==> config.mk <==
export PLATFORM = sky130hd
export DESIGN_NAME = bitonic_sort_seq_ctrl_flat
export DESIGN_NICKNAME = d
export VERILOG_FILES = /design/src/rtl/bitonic_pkg.sv /design/src/rtl/bitonic_sort_seq_ctrl_if.sv /design/src/rtl/bitonic_cmp_swap.sv /design/src/rtl/bitonic_sort_seq_ctrl.sv /design/src/flat_wrapper.sv
export SDC_FILE = /design/constraint.sdc
export NUM_CORES = 1
export LEC_CHECK = 0
export ABC_AREA = 1
export BUFFER_PORTS_ARGS = -buffer_cell sky130_fd_sc_hd__buf_2
export CORE_AREA = 4 4 181 183
export DETAILED_ROUTE_END_ITERATION = 10
export DIE_AREA = 0 0 185 187
export PLACE_DENSITY = 0.47
export SLEW_MARGIN = 20
export SYNTH_ARGS = -nofsm -noshare
export SYNTH_HDL_FRONTEND = slang
export SYNTH_SLANG_ARGS = --single-unit
==> constraint.sdc <==
create_clock -name clk -period 5.2 [get_ports clk]
set_input_delay 0 -clock clk [delete_from_list [all_inputs] [get_ports clk]]
set_output_delay 0 -clock clk [all_outputs]
set_load 0.01 [all_outputs]
==> src/rtl/bitonic_pkg.sv <==
// Shared definitions for the sequential 8-input bitonic sorter: state encoding,
// pass schedule and the per-pass compare-exchange pair/direction tables.
package bitonic_pkg;

    typedef enum logic [1:0] {
        LOAD = 2'd0,
        SORT = 2'd1,
        OUT  = 2'd2
    } state_t;

    localparam int N        = 8;
    localparam int NUM_PASS = 6;
    localparam int NUM_UNIT = N / 2;
    localparam int IDX_W    = 3;

    typedef logic [IDX_W-1:0] idx_t;
    typedef logic [2:0]       pass_t;

    typedef struct packed {
        logic [3:0] k;
        logic [2:0] j;
    } kj_t;

    localparam kj_t PASS_KJ [NUM_PASS] = '{
        '{k: 4'd2, j: 3'd1},
        '{k: 4'd4, j: 3'd2},
        '{k: 4'd4, j: 3'd1},
        '{k: 4'd8, j: 3'd4},
        '{k: 4'd8, j: 3'd2},
        '{k: 4'd8, j: 3'd1}
    };

    // lo/hi are memory indices of a pair (lo < hi); desc puts the maximum at lo.
    typedef struct packed {
        idx_t lo;
        idx_t hi;
        logic desc;
    } pair_t;

    typedef pair_t [NUM_UNIT-1:0] pair_row_t;

    function automatic pair_row_t build_row(input pass_t pass);
        pair_row_t  row;
        logic [1:0] u;
        int         p;
        row = '0;
        u   = 2'd0;
        for (int i = 0; i < N; i++) begin
            p = i ^ int'(PASS_KJ[pass].j);
            if (p > i) begin
                row[u].lo   = idx_t'(i);
                row[u].hi   = idx_t'(p);
                row[u].desc = ((i & int'(PASS_KJ[pass].k)) != 0);
                u           = u + 2'd1;
            end
        end
        return row;
    endfunction

    localparam pair_row_t PAIR_TAB [NUM_PASS] = '{
        build_row(3'd0), build_row(3'd1), build_row(3'd2),
        build_row(3'd3), build_row(3'd4), build_row(3'd5)
    };

endpackage

==> src/rtl/bitonic_sort_seq_ctrl_if.sv <==
// Producer/consumer handshake bundle of the sequential bitonic sorter.
interface bitonic_sort_seq_ctrl_if #(
    parameter int DATA_W = 8
);
    logic              in_valid;
    logic              in_ready;
    logic [DATA_W-1:0] number_in;
    logic              out_valid;
    logic              out_ready;
    logic [DATA_W-1:0] number_out;
    logic              out_last;
    logic              busy;

    modport master (
        output in_valid, number_in, out_ready,
        input  in_ready, out_valid, number_out, out_last, busy
    );

    modport slave (
        input  in_valid, number_in, out_ready,
        output in_ready, out_valid, number_out, out_last, busy
    );
endinterface

==> src/rtl/bitonic_cmp_swap.sv <==
// Combinational compare-exchange unit; lo feeds the lower memory index of the pair.
module bitonic_cmp_swap #(
    parameter int DATA_W = 8
) (
    input  logic [DATA_W-1:0] a,
    input  logic [DATA_W-1:0] b,
    input  logic              dir,
    output logic [DATA_W-1:0] lo,
    output logic [DATA_W-1:0] hi
);
    logic swap_s;

    // Strict compares so equal keys stay where they are.
    always_comb begin
        swap_s = 1'b0;
        if (dir) begin
            swap_s = (a < b);
        end else begin
            swap_s = (a > b);
        end
        if (swap_s) begin
            lo = b;
            hi = a;
        end else begin
            lo = a;
            hi = b;
        end
    end
endmodule

==> src/rtl/bitonic_sort_seq_ctrl.sv <==
// Serial-in/serial-out 8-entry bitonic sorter: load, six shared-network passes, drain.
module bitonic_sort_seq_ctrl
    import bitonic_pkg::*;
#(
    parameter int DATA_W = 8
) (
    input  logic                   clk,
    input  logic                   reset,
    bitonic_sort_seq_ctrl_if.slave bus
);
    localparam pass_t LAST_PASS = pass_t'(NUM_PASS - 1);
    localparam idx_t  LAST_IDX  = idx_t'(N - 1);

    state_t            state_r, state_s;
    idx_t              in_cnt_r, in_cnt_s;
    idx_t              out_idx_r, out_idx_s;
    pass_t             pass_r, pass_s;
    logic [DATA_W-1:0] mem_r [N];
    logic [DATA_W-1:0] mem_s [N];
    pair_row_t         row_s;
    logic [DATA_W-1:0] cmp_lo_s [NUM_UNIT];
    logic [DATA_W-1:0] cmp_hi_s [NUM_UNIT];

    logic              in_ready_r, in_ready_s;
    logic              out_valid_r, out_valid_s;
    logic              out_last_r, out_last_s;
    logic              busy_r, busy_s;
    logic [DATA_W-1:0] number_out_r, number_out_s;

    assign row_s = PAIR_TAB[pass_r];

    for (genvar u = 0; u < NUM_UNIT; u++) begin : g_unit
        bitonic_cmp_swap #(.DATA_W(DATA_W)) u_cmp (
            .a   (mem_r[row_s[u].lo]),
            .b   (mem_r[row_s[u].hi]),
            .dir (row_s[u].desc),
            .lo  (cmp_lo_s[u]),
            .hi  (cmp_hi_s[u])
        );
    end

    // Next-state, counters and register-file update.
    always_comb begin
        state_s   = state_r;
        in_cnt_s  = in_cnt_r;
        out_idx_s = out_idx_r;
        pass_s    = pass_r;
        for (int m = 0; m < N; m++) begin
            mem_s[m] = mem_r[m];
        end
        case (state_r)
            LOAD: begin
                if (bus.in_valid) begin
                    mem_s[in_cnt_r] = bus.number_in;
                    if (in_cnt_r == LAST_IDX) begin
                        state_s  = SORT;
                        in_cnt_s = 3'd0;
                        pass_s   = 3'd0;
                    end else begin
                        in_cnt_s = in_cnt_r + 3'd1;
                    end
                end else begin
                    in_cnt_s = in_cnt_r;
                end
            end
            SORT: begin
                // All four pairs are disjoint, so reads of old values never collide.
                for (int u = 0; u < NUM_UNIT; u++) begin
                    mem_s[row_s[u].lo] = cmp_lo_s[u];
                    mem_s[row_s[u].hi] = cmp_hi_s[u];
                end
                if (pass_r == LAST_PASS) begin
                    state_s   = OUT;
                    out_idx_s = 3'd0;
                    pass_s    = 3'd0;
                end else begin
                    pass_s = pass_r + 3'd1;
                end
            end
            OUT: begin
                if (bus.out_ready) begin
                    if (out_idx_r == LAST_IDX) begin
                        state_s   = LOAD;
                        out_idx_s = 3'd0;
                    end else begin
                        out_idx_s = out_idx_r + 3'd1;
                    end
                end else begin
                    out_idx_s = out_idx_r;
                end
            end
            default: begin
                state_s   = LOAD;
                in_cnt_s  = 3'd0;
                out_idx_s = 3'd0;
                pass_s    = 3'd0;
            end
        endcase
    end

    // Output values for the next cycle, decoded from next state only.
    always_comb begin
        in_ready_s   = (state_s == LOAD);
        out_valid_s  = (state_s == OUT);
        busy_s       = (state_s != LOAD);
        number_out_s = {DATA_W{1'b0}};
        out_last_s   = 1'b0;
        if (state_s == OUT) begin
            number_out_s = mem_s[out_idx_s];
            out_last_s   = (out_idx_s == LAST_IDX);
        end else begin
            number_out_s = {DATA_W{1'b0}};
            out_last_s   = 1'b0;
        end
    end

    // State, register file and registered outputs.
    always_ff @(posedge clk or posedge reset) begin
        if (reset) begin
            state_r      <= LOAD;
            in_cnt_r     <= 3'd0;
            out_idx_r    <= 3'd0;
            pass_r       <= 3'd0;
            for (int m = 0; m < N; m++) begin
                mem_r[m] <= {DATA_W{1'b0}};
            end
            in_ready_r   <= 1'b1;
            out_valid_r  <= 1'b0;
            out_last_r   <= 1'b0;
            busy_r       <= 1'b0;
            number_out_r <= {DATA_W{1'b0}};
        end else begin
            state_r      <= state_s;
            in_cnt_r     <= in_cnt_s;
            out_idx_r    <= out_idx_s;
            pass_r       <= pass_s;
            for (int m = 0; m < N; m++) begin
                mem_r[m] <= mem_s[m];
            end
            in_ready_r   <= in_ready_s;
            out_valid_r  <= out_valid_s;
            out_last_r   <= out_last_s;
            busy_r       <= busy_s;
            number_out_r <= number_out_s;
        end
    end

    assign bus.in_ready   = in_ready_r;
    assign bus.out_valid  = out_valid_r;
    assign bus.out_last   = out_last_r;
    assign bus.busy       = busy_r;
    assign bus.number_out = number_out_r;
endmodule

==> src/flat_wrapper.sv <==
// flat-port wrapper written by rule: the top's interface ports become plain ports
module bitonic_sort_seq_ctrl_flat import bitonic_pkg::*;
#(
    parameter int DATA_W = 8
)
  (clk, reset, bus_in_valid, bus_number_in, bus_out_ready, bus_in_ready, bus_out_valid, bus_number_out, bus_out_last, bus_busy);
  bitonic_sort_seq_ctrl_if #(.DATA_W(DATA_W)) bus_i ();
  input  logic clk;
  input  logic reset;
  input wire logic [$bits(bus_i.in_valid)-1:0] bus_in_valid;
  input wire logic [$bits(bus_i.number_in)-1:0] bus_number_in;
  input wire logic [$bits(bus_i.out_ready)-1:0] bus_out_ready;
  output wire logic [$bits(bus_i.in_ready)-1:0] bus_in_ready;
  output wire logic [$bits(bus_i.out_valid)-1:0] bus_out_valid;
  output wire logic [$bits(bus_i.number_out)-1:0] bus_number_out;
  output wire logic [$bits(bus_i.out_last)-1:0] bus_out_last;
  output wire logic [$bits(bus_i.busy)-1:0] bus_busy;
  assign bus_i.in_valid = bus_in_valid;
  assign bus_i.number_in = bus_number_in;
  assign bus_i.out_ready = bus_out_ready;
  assign bus_in_ready = bus_i.in_ready;
  assign bus_out_valid = bus_i.out_valid;
  assign bus_number_out = bus_i.number_out;
  assign bus_out_last = bus_i.out_last;
  assign bus_busy = bus_i.busy;
  bitonic_sort_seq_ctrl #(.DATA_W(DATA_W)) u_core (.clk(clk), .reset(reset), .bus(bus_i));
endmodule
; Word level (Yosys, flattened, before mapping)
; Memory sizes are Yosys's and may differ from the RTL's.
; Cells that the tools add are included.
[word_totals]
regBits = 87
romBits = 224
out_inout_bits = 12
word_cells = 175
mem_count = 1
[memory_table]
columns = memory, words, width, rd, rd_clocked_by_memory_dff, write_ports, line_no
row1 = (no name shown), 8, 28, 1, 0, 0, bitonic_sort_seq_ctrl.sv:30  ; assign row_s = PAIR_TAB[pass_r];
[classes]
n_addsub = 3
n_lt_le_gt_ge = 28
eq_ne = 9
mux = 89
bitwise_logic = 13
reduce_logical = 15
[ops]
columns = op, n
row1 = 64-bit bitwise mux, 9
row2 = 8-bit 2-to-1 mux, 36
row3 = 8-bit binary-select mux with 3-bit select, 9
row4 = 8-bit demux with 3-bit select, 9
row5 = 64-bit case mux with 2 select lines, 1
row6 = 64-bit 2-to-1 mux, 1
row7 = 28-bit 2-to-1 mux, 2
row8 = 4-bit >= comparator (second input constant), 11
row9 = 3-bit NOT with 4-bit output, 11
row10 = 4-bit by 1-bit < comparator with 1-bit output (second input constant), 9
row11 = 8-bit > comparator, 4
row12 = 8-bit < comparator, 4
row13 = 3-bit 2-to-1 mux, 8
row14 = 3-bit case mux with 3 select lines, 2
row15 = 3-bit == test (second input constant), 4
row16 = 2-bit 2-to-1 mux, 5
row17 = 3-bit by 1-bit adder with 3-bit output (second input constant), 3
row18 = 1-bit logical AND, 9
row19 = 2-bit case mux with 3 select lines, 1
row20 = 3-bit case mux with 2 select lines, 1
row21 = 1-bit 2-to-1 mux, 5
row22 = 2-bit == test (second input constant), 2
row23 = 2-bit logical NOT, 2
row24 = 3-bit AND reduction, 1
row25 = 7 further kinds, 8

; Depth between registers and ports, before layout
; Gate-level depths: netlist (run 1).
[depth]
word_depth = 24
mapped_depth = 34
mapped_depth_nobuf = 32

; Cells and area by module
; Synthesis (run 1) repeated with hierarchy kept, for this count alone.
[unflattened]
hier_cells = 1792
hier_area_um2 = 10570.1
[by_module_without_submodules]
columns = mod, instances, cells_per_inst, area_per_inst_um2
row1 = bitonic_sort_seq_ctrl, 1, 1428, 8593.2
row2 = bitonic_cmp_swap, 4, 91, 494.2

; Worst setup path after synthesis (run 1)
; Ideal clock, no wire load.
[synth_timing]
kind = flip-flop to flip-flop
from = register u_core.pass_r[0]
to = register u_core.number_out_r[1] (netlist: u_core.bus.number_out[1])
t_arrival_ns = 3.670
required_time_ns = 5.087
setup_slack_ns = 1.417
stages_incl_launch_ff = 29
n_path_buf = 5
path_cell_list = dfrtp_1 -> ha_1 -> ha_1 -> buf_2 -> inv_1 -> buf_2 -> buf_2 -> buf_2 -> o21ai_1 -> nand2_1 -> inv_1 -> ha_1 -> a21oi_1 -> nand2_1 -> nand2_1 -> nand3_1 -> nand2_2 -> buf_2 -> nand2_1 -> nand2_2 -> nand2_1 -> nand3_1 -> nand3_1 -> o21ai_0 -> a21oi_1 -> nand2_1 -> nand2_1 -> nand2_1 -> inv_1
[synth_between]
elab_chain_cells = 24
[synth_rtl]
columns = element, line_no
row1 = "start, declared", bitonic_sort_seq_ctrl.sv:17  ; pass_t pass_r, pass_s;
row2 = "start signal, assigned", bitonic_sort_seq_ctrl.sv:136  ; pass_r <= pass_s;
row3 = 3-bit NOT with 4-bit output (implied by the code), bitonic_sort_seq_ctrl.sv:30
row4 = memory read 8 x 28 bit, --
row5 = 28-bit 2-to-1 mux (implied by the code) (2 in series), bitonic_sort_seq_ctrl.sv:30
row6 = 3-bit NOT with 4-bit output (on tied branches), --
row7 = 8-bit binary-select mux with 3-bit select (on tied branches), "bitonic_sort_seq_ctrl.sv:34, bitonic_sort_seq_ctrl.sv:35"
row8 = 8-bit 2-to-1 mux (on tied branches) (2 in series), "bitonic_sort_seq_ctrl.sv:34, bitonic_sort_seq_ctrl.sv:35"
row9 = 8-bit > comparator or 8-bit < comparator (tied branches), "bitonic_cmp_swap.sv:19, bitonic_cmp_swap.sv:17"
row10 = 1-bit 2-to-1 mux, bitonic_cmp_swap.sv:16  ; if (dir) begin
row11 = (+6 left out), --
row12 = 64-bit bitwise mux, bitonic_sort_seq_ctrl.sv:70  ; mem_s[row_s[u].hi] = cmp_hi_s[u];
row13 = 64-bit bitwise mux, bitonic_sort_seq_ctrl.sv:69  ; mem_s[row_s[u].lo] = cmp_lo_s[u];
row14 = 64-bit bitwise mux, bitonic_sort_seq_ctrl.sv:70
row15 = 64-bit case mux with 2 select lines, bitonic_sort_seq_ctrl.sv:51  ; case (state_r)
row16 = 8-bit binary-select mux with 3-bit select, bitonic_sort_seq_ctrl.sv:109  ; number_out_s = mem_s[out_idx_s];
row17 = 8-bit 2-to-1 mux (implied by the code) (2 in series), bitonic_sort_seq_ctrl.sv:109
row18 = 8-bit 2-to-1 mux *, bitonic_sort_seq_ctrl.sv:108  ; if (state_s == OUT) begin
row19 = net u_core.number_out_s[1], bitonic_sort_seq_ctrl.sv:28  ; logic [DATA_W-1:0] number_out_r, number_out_s;
row20 = "end signal, assigned", bitonic_sort_seq_ctrl.sv:131  ; number_out_r <= {DATA_W{1'b0}};
row21 = "end signal, assigned", bitonic_sort_seq_ctrl.sv:144  ; number_out_r <= number_out_s;
row22 = "end, declared", bitonic_sort_seq_ctrl.sv:28
; Mark *: on every way through the listed nets, which the timed path passes. The rest lies on a longest branch. The select of a mux whose other input is x is not followed.
; A chain may end at the register's enable or synchronous reset.

; Worst setup path after layout (run 1)
[layout_timing]
from = register u_core.pass_r[0]
to = register u_core.number_out_r[7] (netlist: u_core.bus.number_out[7])
; The elaborated chain is that of the path after synthesis.

==> out/metrics.cfg, run 1 <==
[status]
outcome=completed

[flow_run]
maxCapViolCount=0

[sta]
tns_ns=0
max_freq_ghz=0.2050
timing.final.crit_period_ns=4.878
setup_viol_count_final=0
hold_ws_ns=0.1001
slew_headroom_pct=30.03
skew_ns=0.01008
worst_slew_pin_slew_ns=1.048
fin_crit_sh_pct=93.81
hold_viol_final=0
drv_slew=0

[drt]
wl_per_cell_um=25.01
drc=0
ant_nets=0
firstDrtPassIters=6
drt_iter0_drc=1947
via_count=13690
routed_wl_um=59070
routed_via_density=5.795

[floorplan]
die_y_um=187
rows=65
initial_core_util_pct=34.68
core_region_area_um2=31230
die_w_um=185
io_pins=24
die-area_um2=34600

[worst_setup_path]
worstPathArrival_ns=5.18
cp.required_ns=5.50
crit_path_frequent_cell=nand2_1
cp-end-kind=flop
critical_path.max_stage_delay_ns=0.61
startpoint_type=flop
slowest_stage=o21ai_0
worstPathCellList=inv_1, nand2_2, nand2_8, buf_4, nand2_1, nand2_1, ha_1, a21o_1, nor2_1, nand2_1, nand2_1, nand2_1, buf_4, o21ai_0, o21ai_0, o21bai_1, nand2_1, a21oi_1, nand2_1, nand2_1, nand2_1, inv_1
crit_type=flop to flop
crit_path_max_fanout=32

[clock_network]
htree_levels=3
cts_buffer_depth=2
clock_latency_ns=0.36
ctsRootBufferMaster=clkbuf_16
path_clk_slew_ns=0.07
cts_sinks=87
tritoncts=done
cts_buffers=9

[final_layout]
multi_input_area_um2=7347
register_area_um2=2178
drive_above_1_share_pct=7.296
fillers=3610
syn2layout_area_growth_pct=9.139
nets=2017
diodes=0

[logic_synthesis]
synth.distinct_cells=41
synth_edf_count=0
syn_nets=2019
synth_top_area_cell=nand2_1
synth.avg_cell_area_um2=5.528
synthFlopType=dfrtp_1
yosys_warnings=0
async_flop_share_pct=100.0
synth_top_area_share_pct=25.44
synth_seq_cells=87
synth_area_um2=10830
synth.area.top_cells=nand2_1, dfrtp_1, nand3_1
ys_seq_area_share_pct=20.12
syn-instance-count=1959

[placement]
portBuffers=23
post-dp-hpwl_um=46040
place.gp.congestion=1.030

[grt]
grt_pass1_vias=12510
grt_usage_pct=33.55
grt_overflow=0
grt_max_degree=57
grt_pass1_wl_um=86600
antenna_found_initial=0

[worst_hold_path]
min_path_type=input pin to flop

==> final cells by class <==
cell class / instances / area share, %
Multi-Input combinational cell: 1541 / 62.16
Sequential cell: 87 / 18.43
Inverter: 240 / 7.675
Timing Repair Buffer: 78 / 5.124
Tap cell: 402 / 4.256
Clock buffer: 10 / 1.937
Clock inverter: 4 / 0.4129
==> sequential cells by signal, summed over array words and instances, names as in the netlist <==
signal and flops:
u_core.in_cnt_r 3, u_core.pass_r 3, u_core.mem_r 64, u_core.state_r 2
u_core.bus.out_last 1, u_core.bus.out_valid 1, u_core.bus.busy 1, u_core.out_idx_r 3
u_core.bus.in_ready 1, u_core.bus.number_out 8
==> critical path: cells and delay by family (launching register included) <==
kind	cells	cell delay [ns]
and+or+nand+nor	12	1.85
AOI/OAI and AO/OA	5	1.33
buffers and inverters	4	0.90
DFF	1	0.45
adders and majority gates	1	0.26
==> routing by layer <==
layer  wire (µm)  vias up  global-route usage [%]
met5           0        -                       0
li1            -     6336                       -
met2       24820      821                   49.27
met1       26190     6447                   50.70
met3        6490       83                   5.893
met4        1573        0                   8.357
==> cells by family after synthesis <==
kind of cell | Yosys count | synth area share, %
buf+inv | 331 | 12.35
fa+ha+maj | 48 | 5.546
simple gates | 1098 | 42.28
compound gates | 395 | 19.71
flops | 87 | 20.12
==> worst paths after layout <==
| check | startpoint | to | slack [ns] | cells past startpoint |
|---|---|---|---|---|
| worst max-delay path | u_core.pass_r[0] | u_core.bus.number_out[7] | 0.32 | 22 |
| worst min-delay path | bus_number_in[5] | u_core.mem_r[37] | 0.10 | 3 |
| worst max register to register | u_core.pass_r[0] | u_core.bus.number_out[7] | 0.32 | 22 |
| worst min register to register | u_core.mem_r[28] | u_core.mem_r[28] | 0.57 | 2 |
| max in group asynchronous | reset | u_core.mem_r[16] | 3.84 | 4 |
| min in group asynchronous | reset | u_core.bus.number_out[2] | 0.20 | 3 |
==> synthesized netlist by cell type, types with 11 or more instances <==
library cell,n
buf_2,34
o21ai_1,15
o21ai_0,162
nand2_1,734
nand3_1,218
a22oi_1,12
ha_1,48
dfrtp_1,86
buf_1,11
clkbuf_1,38
a21oi_1,156
nand4_1,15
inv_1,230
nor2_1,87
o211ai_1,16
nand2_2,18
==> repair_timing <==
action | CTS | global route
hold buffers | 1 | 0
hold endpoints to repair | 31 | 0
buffers inserted | 0 | 0
gates resized for setup | 0 | 3
endpoints found under the setup margin | 0 | 8
==> through the flow <==
| stage | area [µm²] | worst slack [ns] | cells | util, % |
|---|---|---|---|---|
| after CTS | 11800 | 0.3812 | 2362 | 37.79 |
| after global routing | 11820 | -0.001096 | 2362 | 37.84 |
| after detailed placement | 11510 | 0.3929 | 2347 | 36.87 |
| final | 11820 | 0.3221 | 2362 | 37.84 |
| after global placement | 11510 | 0.3788 | 2347 | 36.87 |
| after floorplan | 10830 | 1.417 | 1959 | - |
==> layout by cell type (no fill, tap or decap), types with 6 or more instances in the layout <==
master,instances
clkbuf_16,9
nor2_2,7
nand2_2,16
nand3_2,6
a22oi_1,12
dfrtp_1,86
o21ai_0,162
nor3_1,6
nand2_1,734
ha_1,48
o21ai_1,15
buf_2,23
nand3_1,218
buf_12,6
a21oi_1,156
nand4_1,15
buf_4,48
nor2_1,85
o211ai_1,16
inv_1,228
a21boi_0,6
Power of run 1 is left out: the tool's default activity adds up to more than one toggle a clock period on the data nets, which glitch-free logic cannot reach.
==> inputs of run 2 (changes only) <==
- RECOVER_POWER: not set -> 100
==> run 2 against run 1 <==
  * The run now ends with max-capacitance violations, max-slew violations left
  * Flip-flop and latch count unchanged
  * Non-clock buffer count unchanged
  * Cell count unchanged
  * Wire length about the same
  * Highest routed layer unchanged
==> out/metrics.cfg, run 2 (synthesis gave the netlist of run 1 again) <==
[final_layout]
mostFrequentLayoutCells=nand2_1, inv_1, nand3_1, o21ai_0, a21oi_1
fillers=3605  ; -0.14%
regMostFlops=u_core.mem_r
diodes=0  ; unchanged
final_area_um2=11800  ; -0.18%
largest_reg_flops=64  ; unchanged
drive_above_1_share_pct=6.582  ; -0.71 points
nets=2017  ; unchanged
syn2layout_area_growth_pct=8.943
final_common_cell=nand2_1
postLayoutCoreUtil_pct=37.78  ; -0.068 points

[worst_setup_path]
crit_path_frequent_cell=nand2_1
crit_start=u_core.pass_r[0]
crit_end=u_core.bus.number_out[7]
worst-path-buf-inv=4  ; unchanged
crit_path_max_fanout=32  ; unchanged
critical-path-top-delay-family=simple AND/OR/NAND/NOR gates
critical_path.max_stage_delay_ns=0.61  ; about the same
r2r_end=u_core.bus.number_out[7]
crit_type=flop to flop
worstPathArrival_ns=5.20  ; +0.02 ns
cp-end-kind=flop
ff2ff_setup_slack_ns=0.30  ; -0.02 ns
slowest_stage=o21ai_0
cp.depth=22  ; unchanged
reg2regPathDepth=22  ; unchanged
worstPathCellList=inv_1, nand2_2, nand2_8, buf_4, nand2_1, nand2_1, ha_1, a21o_1, nor2_1, nand2_1, nand2_1, nand2_1, buf_4, o21ai_0, o21ai_0, o21bai_1, nand2_1, a21oi_1, nand2_1, nand2_1, nand2_1, inv_1
r2r-start=u_core.pass_r[0]
startpoint_type=flop
cp.required_ns=5.51  ; about the same

[floorplan]
core_region_area_um2=31230  ; unchanged
die-area_um2=34600  ; unchanged
die_y_um=187  ; unchanged
rows=65  ; unchanged
initial_core_util_pct=34.68  ; unchanged
die_w_um=185  ; unchanged
io_pins=24  ; unchanged

[sta]
timing.final.crit_period_ns=4.896  ; +0.01854 ns
slew_headroom_pct=-114.0  ; -140 points
setup_viol_count_final=0  ; unchanged
worst_slew_pin_slew_ns=3.210  ; +2.161 ns
setup_ws_ns=0.3036  ; -0.01854 ns
fin_crit_sh_pct=94.16  ; +0.36 points
hold_viol_final=0  ; unchanged
max_freq_ghz=0.2042  ; -0.38%
skew_ns=0.01035  ; +0.0002758 ns
hold_ws_ns=0.09855  ; -0.001520 ns
drv_slew=90  ; +90

[clock_network]
cts_buffer_depth=2  ; unchanged
ctsRootBufferMaster=clkbuf_16
htree_levels=3  ; unchanged
cts_buffers=9  ; unchanged
path_clk_slew_ns=0.07  ; about the same
cts_sinks=87  ; unchanged
clock_latency_ns=0.36  ; about the same
tritoncts=done

[grt]
grt_pass1_vias=12510  ; unchanged
grt_pass1_wl_um=86600  ; unchanged
antenna_found_initial=0  ; unchanged
grt_overflow=0  ; unchanged
grt_max_degree=57  ; unchanged
grt_usage_pct=33.55  ; unchanged

[worst_hold_path]
min_path_type=input pin to flop

[drt]
routed_via_density=5.783  ; -0.20%
wl_per_cell_um=25.01  ; about the same
firstDrtPassIters=6  ; unchanged
via_count=13660  ; -0.20%
ant_nets=0  ; unchanged
routed_wl_um=59070  ; about the same
drc=0  ; unchanged
drt_iter0_drc=1948  ; +0.051%

[placement]
dpl_cell_area_um2=11510  ; unchanged
pre_cts_ws_ns=0.3929  ; unchanged
portBuffers=23  ; unchanged
place.gp.congestion=1.030  ; unchanged
post-dp-hpwl_um=46040  ; unchanged

[status]
violations=max-capacitance violations, max-slew violations
outcome=finished with violations

[flow_run]
maxCapViolCount=2  ; +2

## run 2: cell types whose count changed in the layout (fill, tap and decap cells not counted), sizes merged
cell,change
clkinvlp,+1
clkbuf,+14
buf,-14
inv,-1
## run 2: what timing repair did
action / 4_1_cts / 5_1_grt
buffers inserted: 0 / 0
setup endpoints to repair: 0 / 8
hold endpoints to repair: 31 / 0
hold buffers: 1 / 0
resized for setup: 0 / 3
## run 2: per-layer routing
| layer | vias up | track usage (%) | part of all wire (%) |
|---|---|---|---|
| met2 | 763 | 49.27 | 42 |
| met1 | 6471 | 50.70 | 45 |
| li1 | 6344 | - | - |
| met4 | 0 | 8.357 | 2.6 |
| met3 | 82 | 5.893 | 10 |
| met5 | - | 0 | 0 |
## run 2: worst reg2reg max path, cell delays in order, from the launching register on
cell,delay [ns]
dfrtp_1,0.45
inv_1,0.27
nand2_2,0.24
nand2_8,0.29
buf_4,0.37
nand2_1,0.22
nand2_1,0.16
ha_1,0.26
a21o_1,0.24
nor2_1,0.17
nand2_1,0.07
nand2_1,0.32
nand2_1,0.09
buf_4,0.23
o21ai_0,0.61
o21ai_0,0.19
o21bai_1,0.16
nand2_1,0.09
a21oi_1,0.13
nand2_1,0.08
nand2_1,0.09
nand2_1,0.06
inv_1,0.04
## run 2: area by class of cell
cell class / count / area, µm² / share of cell area (%)
timing repair buffer: 78 / 585.6 / 4.963
tap: 402 / 503.0 / 4.263
clock inverter: 4 / 48.80 / 0.4136
multi-input combinational: 1541 / 7347 / 62.28
inverter: 240 / 905.9 / 7.678
sequential: 87 / 2178 / 18.46
clock buffer: 10 / 229.0 / 1.941
## run 2: metrics by stage
step / setup TNS [ns] / cells
after floorplan: 0 / 1959
after global placement: 0 / 2347
after detailed placement: 0 / 2347
after CTS: 0 / 2362
after global routing: -0.001096 / 2362
final: 0 / 2362
## run 2: how the worst min path moves through the flow
stage,to,depth (start not counted),start
4_1_cts,u_core.mem_r[57],3,bus_number_in[1]
6_report,u_core.mem_r[37],3,bus_number_in[5]
3_5_place_dp,u_core.bus.number_out[2],2,reset
2_1_floorplan,u_core.mem_r[13],2,bus_number_in[5]
3_3_place_gp,u_core.bus.number_out[2],2,reset
5_1_grt,u_core.mem_r[57],3,bus_number_in[1]
Power of run 2 is left out for the same reason.
==> inputs of run 3 (changes only) <==
- SETUP_SLACK_MARGIN: not set -> 0.5
==> run 3 against run 2 <==
  * Cell count rose by 0.30%
  * Largest cell class unchanged
  * Count of clock-buffer cells in the layout did not move
  * Worst setup slack improved by 0.36 ns
  * Critical endpoint unchanged
  * Highest routed layer unchanged
  * Flip-flop and latch count did not move
  * The run still ends with max-capacitance violations, max-slew violations left
==> out/metrics.cfg, run 3 (synthesis gave the netlist of run 1 again) <==
[worst_hold_path]
min_path_type=input pin to flop

[worst_setup_path]
slowest_stage=dfrtp_1
worstPathArrival_ns=4.79  ; -0.41 ns
crit_path_frequent_cell=nand2_1
crit_type=flop to flop
critical_path.max_stage_delay_ns=0.47  ; -0.14 ns
crit_path_max_fanout=32  ; unchanged
startpoint_type=flop
cp-end-kind=flop
cp.required_ns=5.46  ; -0.05 ns

[floorplan]
die_w_um=185  ; unchanged
initial_core_util_pct=34.68  ; unchanged
core_region_area_um2=31230  ; unchanged
io_pins=24  ; unchanged
rows=65  ; unchanged
die-area_um2=34600  ; unchanged
die_y_um=187  ; unchanged

[drt]
ant_nets=0  ; unchanged
via_count=13790  ; +0.94%
drc=0  ; unchanged
routed_wl_um=59640  ; +0.96%
drt_iter0_drc=1950  ; +0.10%
firstDrtPassIters=6  ; unchanged
routed_via_density=5.820  ; +0.64%
wl_per_cell_um=25.17  ; +0.66%

[sta]
timing.final.crit_period_ns=4.535  ; -0.3617 ns
rsz0062_at_grt=yes
worst_slew_pin_slew_ns=1.637  ; -1.573 ns
tns_ns=0  ; unchanged
slew_headroom_pct=-9.715  ; +100 points
fin_crit_sh_pct=87.21  ; -7.0 points
max_freq_ghz=0.2205  ; +8.0%
hold_viol_final=0  ; unchanged
drv_slew=61  ; -32%
setup_ws_ns=0.6653  ; +0.3617 ns
skew_ns=0.01183  ; +0.001482 ns
setup_viol_count_final=0  ; unchanged

[final_layout]
largest_reg_flops=64  ; unchanged
drive_above_1_share_pct=6.914  ; +0.33 points
syn2layout_area_growth_pct=10.35
mostFrequentLayoutCells=nand2_1, inv_1, nand3_1, o21ai_0, a21oi_1
final_common_cell=nand2_1
nets=2024  ; +0.35%
final_area_um2=11950  ; +1.3%
regMostFlops=u_core.mem_r
diodes=0  ; unchanged

[clock_network]
clock_latency_ns=0.36  ; about the same
ctsRootBufferMaster=clkbuf_16
cts_buffers=9  ; unchanged
path_clk_slew_ns=0.07  ; about the same
cts_sinks=87  ; unchanged
cts_buffer_depth=2  ; unchanged
tritoncts=done
htree_levels=3  ; unchanged

[status]
outcome=finished with violations
violations=max-capacitance violations, max-slew violations

[placement]
portBuffers=23  ; unchanged
post-dp-hpwl_um=46040  ; unchanged
place.gp.congestion=1.030  ; unchanged
pre_cts_ws_ns=0.3929  ; unchanged
dpl_cell_area_um2=11510  ; unchanged

[grt]
grt_overflow=0  ; unchanged
grt_max_degree=57  ; unchanged
grt_pass1_vias=12500  ; -0.040%
grt_usage_pct=33.55  ; about the same
antenna_found_initial=0  ; unchanged
grt_pass1_wl_um=86590  ; about the same

[flow_run]
maxCapViolCount=2  ; unchanged

==> run 3: cell types whose count changed in the layout (fill, tap and decap cells not counted), sizes merged <==
cell / previous run / this run
clkbuf: 24 / 28
clkinvlp: 2 / 3
clkinv: 8 / 7
nand2: 753 / 755
buf: 63 / 64
==> run 3: worst paths after layout <==
check,to,slack (ns),startpoint,cells after the start
worst max-delay path,u_core.bus.number_out[7],0.67,u_core.pass_r[0],28
worst min-delay path,u_core.mem_r[57],0.10,bus_number_in[1],3
worst max register to register,u_core.bus.number_out[7],0.67,u_core.pass_r[0],28
worst min register to register,u_core.mem_r[28],0.56,u_core.mem_r[28],2
max in group asynchronous,u_core.mem_r[54],3.19,reset,4
min in group asynchronous,u_core.bus.number_out[2],0.56,reset,3
==> run 3: metrics by stage <==
step                utilization (%)  std cells  hold slack [ns]
CTS                           37.83       2362          0.08056
global placement              36.87       2347          0.04835
global route                  38.27       2369           0.1333
finish                        38.27       2369           0.1014
detailed placement            36.87       2347          0.04295
floorplan                         -       1959           0.1908
==> run 3: cell type report <==
cell class | count | area (µm²)
clock buffer | 10 | 229.0
clock inverter | 4 | 48.80
fill | 3597 | 19280
inverter | 240 | 919.6
multi-input combinational | 1543 | 7407
sequential | 87 | 2178
tap | 402 | 503.0
timing repair buffer | 83 | 664.4
==> run 3: critical path, delay by kind of cell, from the launching register on <==
kind	cells	cell delay, ns
buf+inv	6	0.78
compound gates	2	0.35
simple gates	19	2.52
flops	1	0.47
fa+ha+maj	1	0.27
==> run 3: per-layer routing <==
layer | GRT usage, % | vias up | share of wire [%]
li1 | - | 6357 | -
met1 | 50.75 | 6541 | 45
met2 | 49.34 | 797 | 42
met3 | 5.795 | 93 | 10
met4 | 8.216 | 0 | 2.5
met5 | 0 | - | 0
==> run 3: timing repair <==
item / 4_1_cts / 5_1_grt
setup buffers: 0 / 5
resized for setup: 2 / 39
endpoints found under the setup margin: 8 / 22
hold endpoints to repair: 31 / 0
hold buffers: 1 / 0
pin swaps: 0 / 5
gates cloned: 0 / 2
Power of run 3 is left out for the same reason.
